## src/rtl/mem_access_unit.sv

```systemverilog
// MEM-stage load/store unit: validates one request at a time, drives the data
// SRAM for one cycle, and returns a registered, extended response with an error code.
module mem_access_unit #(
  parameter int ADDR_W           = 16,
  parameter bit ALLOW_MISALIGNED = 1'b0
) (
  input  logic              clk,
  input  logic              rst,
  input  logic              req_valid,
  output logic              req_ready,
  input  logic              req_we,
  input  logic [2:0]        req_funct3,
  input  logic [31:0]       req_addr,
  input  logic [31:0]       req_wdata,
  input  logic [4:0]        req_rd,
  output logic [3:0]        sram_w_en,
  output logic [ADDR_W-1:0] sram_address,
  output logic [31:0]       sram_write_data,
  input  logic [31:0]       sram_read_data,
  output logic              rsp_valid,
  input  logic              rsp_ready,
  output logic [31:0]       rsp_rdata,
  output logic [4:0]        rsp_rd,
  output logic [1:0]        rsp_err
);

  typedef enum logic [1:0] {IDLE, ACCESS, RESP} state_t;

  state_t            state_q;
  logic              we_q;
  logic [2:0]        f3_q;
  logic [3:0]        wen_q;
  logic [ADDR_W-1:0] addr_q;
  logic [31:0]       wdata_q;
  logic              rsp_valid_q;
  logic [31:0]       rsp_rdata_q;
  logic [4:0]        rsp_rd_q;
  logic [1:0]        rsp_err_q;

  logic              accept;
  logic [2:0]        size_m1;
  logic [ADDR_W:0]   last_byte;
  logic              illegal, out_of_range, misaligned;
  logic [1:0]        err_d;
  logic [3:0]        wen_d;
  logic [31:0]       load_ext;

  assign req_ready = (state_q == IDLE) | ((state_q == RESP) & rsp_ready);
  assign accept    = req_valid & req_ready;

  always_comb begin
    size_m1      = 3'd0;
    wen_d        = 4'b0001;
    case (req_funct3[1:0])
      2'b01:   begin size_m1 = 3'd1; wen_d = 4'b0011; end
      2'b10:   begin size_m1 = 3'd3; wen_d = 4'b1111; end
      default: begin size_m1 = 3'd0; wen_d = 4'b0001; end
    endcase
    illegal      = (req_funct3 == 3'b011) | (req_funct3 == 3'b110) |
                   (req_funct3 == 3'b111) | (req_funct3[2] & req_we);
    // The carry out of the last-byte sum catches accesses that would wrap past the top.
    last_byte    = {1'b0, req_addr[ADDR_W-1:0]} + (ADDR_W+1)'(size_m1);
    out_of_range = ((req_addr >> ADDR_W) != 32'd0) | last_byte[ADDR_W];
    misaligned   = !ALLOW_MISALIGNED &&
                   (((req_funct3[1:0] == 2'b01) && req_addr[0]) ||
                    ((req_funct3[1:0] == 2'b10) && (req_addr[1:0] != 2'b00)));
    if (illegal)           err_d = 2'b11;
    else if (out_of_range) err_d = 2'b10;
    else if (misaligned)   err_d = 2'b01;
    else                   err_d = 2'b00;
  end

  always_comb begin
    case (f3_q)
      3'b000:  load_ext = {{24{sram_read_data[7]}}, sram_read_data[7:0]};
      3'b100:  load_ext = {24'h0, sram_read_data[7:0]};
      3'b001:  load_ext = {{16{sram_read_data[15]}}, sram_read_data[15:0]};
      3'b101:  load_ext = {16'h0, sram_read_data[15:0]};
      default: load_ext = sram_read_data;
    endcase
  end

  always_ff @(posedge clk) begin
    if (rst) begin
      state_q     <= IDLE;
      we_q        <= 1'b0;
      f3_q        <= '0;
      wen_q       <= '0;
      addr_q      <= '0;
      wdata_q     <= '0;
      rsp_valid_q <= 1'b0;
      rsp_rdata_q <= '0;
      rsp_rd_q    <= '0;
      rsp_err_q   <= '0;
    end else begin
      case (state_q)
        ACCESS: begin
          wen_q       <= '0;
          rsp_rdata_q <= we_q ? 32'h0 : load_ext;
          rsp_valid_q <= 1'b1;
          state_q     <= RESP;
        end
        default: begin
          if (accept) begin
            we_q        <= req_we;
            f3_q        <= req_funct3;
            addr_q      <= req_addr[ADDR_W-1:0];
            wdata_q     <= req_wdata;
            rsp_rd_q    <= req_rd;
            rsp_rdata_q <= '0;
            rsp_err_q   <= err_d;
            if (err_d != 2'b00) begin
              rsp_valid_q <= 1'b1;
              state_q     <= RESP;
            end else begin
              rsp_valid_q <= 1'b0;
              wen_q       <= req_we ? wen_d : 4'b0000;
              state_q     <= ACCESS;
            end
          end else if (state_q == RESP && rsp_ready) begin
            rsp_valid_q <= 1'b0;
            state_q     <= IDLE;
          end
        end
      endcase
    end
  end

  assign sram_w_en       = wen_q & {4{~rst}};
  assign sram_address    = addr_q;
  assign sram_write_data = wdata_q;
  assign rsp_valid       = rsp_valid_q;
  assign rsp_rdata       = rsp_rdata_q;
  assign rsp_rd          = rsp_rd_q;
  assign rsp_err         = rsp_err_q;

endmodule

```

## config.mk

```make
export PLATFORM = sky130hd
export DESIGN_NAME = mem_access_unit
export DESIGN_NICKNAME = d
export VERILOG_FILES = /design/src/rtl/mem_access_unit.sv
export SDC_FILE = /design/constraint.sdc
export NUM_CORES = 1
export LEC_CHECK = 0
export BUFFER_PORTS_ARGS = -buffer_cell sky130_fd_sc_hd__buf_4
export CORE_MARGIN = 5
export CORE_UTILIZATION = 42
export CTS_CLUSTER_SIZE = 12
export DETAILED_ROUTE_END_ITERATION = 12
export PLACE_DENSITY = 0.82
export SYNTH_ARGS = -nofsm -noshare
export SYNTH_HDL_FRONTEND = slang
export SYNTH_SLANG_ARGS = --single-unit
```

## constraint.sdc

```tcl
create_clock -name clk -period 1.75 [get_ports clk]
set_input_delay 0 -clock clk [delete_from_list [all_inputs] [get_ports clk]]
set_output_delay 0 -clock clk [all_outputs]
set_load 0.02 [all_outputs]
```

==> results.py <==
metrics = {
    "routing": {
        "antenna_left": 0,
        "drc": 0,
        "vias_per_cell": 4.94,
        "wl_per_cell_um": 15.2,
        "dr.pass1.iters": 5,
        "drt_wl_total_mm": 12.8,
        "vias": 4145,
        "drt_iter0_drc": 166,
    },
    "clocking": {
        "htreeDepth": 3,
        "cts_buffers": 9,
        "cts_tree": "done",
        "cts_num_sinks": 96,
        "cts-root-buf": "clkbuf_8",
        "cts_resized": 0,
        "clock_path_buffers": 2,
        "clk_pin_slew_ns": 0.09,
        "clk_latency_ns": 0.33,
    },
    "timing": {
        "setup-tns-final_ns": 0,
        "slew_violations": 0,
        "hold_viol": 0,
        "rsz0062_at_grt": "no",
        "min_period_over_period": 0.932,
        "tightest_slew_ns": 0.430,
        "fin_worst_skew_ns": 0.00940,
        "setup_viol": 0,
        "fin_crit_ns": 1.63,
        "maxSlewHeadroom": 0.711,
        "timing.fmax_ghz": 0.613,
    },
    "pwr": {
        "p_per_area_mw_per_mm2": 772,
        "ir_drop_mv": 0.489,
        "p_leak_nw": 2.81,
    },
    "setup_path": {
        "arrival_ns": 1.89,
        "cp.required_ns": 2.01,
        "cp-end-kind": "flop",
        "crit_type": "in -> reg",
        "path_max_fanout": 5,
        "start_kind": "primary input",
    },
    "synthesis": {
        "synth_area_mm2": 0.00368,
        "ys_seq_area_frac": 0.522,
        "yosysWarnings": 0,
        "synth_seq_cells": 96,
        "ys_types": 35,
        "postSynthCellCount": 457,
        "syn_nets": 570,
        "syn_area_per_cell_um2": 8.05,
    },
    "global_route": {
        "antenna_found_initial": 0,
        "grtUsageTotal": 0.226,
        "grt_max_degree": 96,
        "grt-ovfl-total": 0,
        "grt_pass1_wl_mm": 20.4,
        "grt_pass1_vias": 4232,
    },
    "floorplanning": {
        "die_h_um": 104,
        "coreArea_mm2": 0.00864,
        "die_area_mm2": 0.0107,
        "die_w_um": 104,
        "rows": 34,
        "ios": 202,
        "start_util": 0.426,
    },
    "min_path": {
        "min_path_type": "in -> reg",
    },
    "finish": {
        "final_common_cell": "buf_4",
        "drive_above_1_share": 0.328,
        "mostFrequentLayoutCells": "208 x buf_4, 135 x nand2_1, 96 x dfxtp_1",
        "fin_util": 0.735,
        "syn_to_final_growth_pct": 72.3,
        "regArea_mm2": 0.00192,
        "nFillCells": 612,
        "n_antenna_cell": 0,
        "layout.nets": 840,
        "multiInputGateArea_mm2": 0.00159,
    },
    "run": {
        "drv_cap": 0,
    },
    "placed_design": {
        "dp_hpwl_mm": 8.27,
        "port_buffers": 201,
        "gp_congestion": 0.867,
    },
    "status": {
        "outcome": "complete, no violations",
    },
}
stage by stage:
step / cell area [um2] / power, mW / worst slack, ns / hold WS (ns) / cells
floorplan: 3680 / 2.70 / 0.107 / 0.136 / 457
global placement: 5300 / 3.08 / 0.186 / 0.241 / 743
detailed placement: 5300 / 3.10 / 0.120 / 0.242 / 743
CTS: 6340 / 4.94 / 0.141 / 0.0166 / 839
global route: 6340 / 5.10 / 0.0699 / 0.0433 / 839
finish: 6340 / 4.90 / 0.120 / 0.0403 / 839
layout make-up:
class / instances / share of cell area
multi-input cells: 321 / 0.251
clock inverters: 3 / 0.0142
well taps: 108 / 0.0213
repair buffers: 292 / 0.383
inverters: 7 / 0.00414
clock buffers: 12 / 0.0229
flip-flops and latches: 96 / 0.303
power by group:
| group | internal, mW | switching [mW] |
|---|---|---|
| clock | 0.984 | 0.709 |
| sequential | 2.27 | 0.0556 |
| combinational | 0.467 | 0.417 |
| total | 3.72 | 1.18 |
logic make-up after synthesis:
kind of cell,after synthesis,share of synthesized area
compound gates,135,0.204
fa+ha+maj,4,0.0136
buf+inv,40,0.0486
flops,96,0.522
mux,3,0.00816
simple gates,179,0.203
cells in the mapped netlist, drive strengths merged:
cell type    n  area share
o21a         1      0.0020
a21o         1      0.0020
a22oi        8       0.016
a21oi       91        0.13
a221oi       1      0.0024
mux2i        3      0.0082
nand4        4      0.0068
a21boi       1      0.0020
nor3         1      0.0044
nor4         5      0.0085
dfxtp       96        0.52
and3         1      0.0017
a211oi       3      0.0075
or4b         1      0.0037
nand2      136        0.14
nand3        2      0.0041
nor2        21       0.021
o21ai       26       0.035
inv          7      0.0071
nor2b        4      0.0068
ha           4       0.014
nand2b       2      0.0034
o31ai        1      0.0020
a31o         2      0.0048
and2         2      0.0037
buf         13       0.021
clkbuf      20       0.021
worst max-delay path, stage by stage:
cell	delay, ns
dlygate4sd3_1	0.54
buf_4	0.14
ha_1	0.28
a31o_2	0.26
a21oi_2	0.24
nand3_2	0.17
o31ai_1	0.25
flip-flops by register name (all words and copies together), names as in the netlist:
name,count
rsp_rdata,32
sram_write_data,32
sram_address,16
rsp_rd,5
f3_q,3
wen_q,3
rsp_err,2
state_q,2
we_q,1
per-layer routing:
| layer | vias to the layer above | GRT usage | routed length, um |
|---|---|---|---|
| met2 | 165 | 0.430 | 6830 |
| met3 | 33 | 0.0585 | 798 |
| li1 | 2066 | - | - |
| met5 | - | 0 | 0 |
| met1 | 1881 | 0.233 | 4760 |
| met4 | 0 | 0.0881 | 371 |
worst paths after layout:
check                           depth (start not counted)  slack [ns]                          endpoint                             start
worst max-delay path                                    7        0.12             wen_q[1]$_SDFFE_PP0P_                       req_addr[1]
worst max register to register                          4        0.22            rsp_rd[2]$_SDFFE_PP0P_           state_q[1]$_SDFFE_PP0P_
worst min register to register                          2        0.46  sram_write_data[18]$_SDFFE_PP0P_  sram_write_data[18]$_SDFFE_PP0P_
worst min-delay path                                    3        0.04             wen_q[1]$_SDFFE_PP0P_                     req_funct3[1]
repair_timing:
action / CTS / global route
setup buffers: 0 / 0
hold buffers: 81 / 0
endpoints found under the hold margin: 84 / 0
setup endpoints to repair: 0 / 0
(Power assumes the default switching activity.)
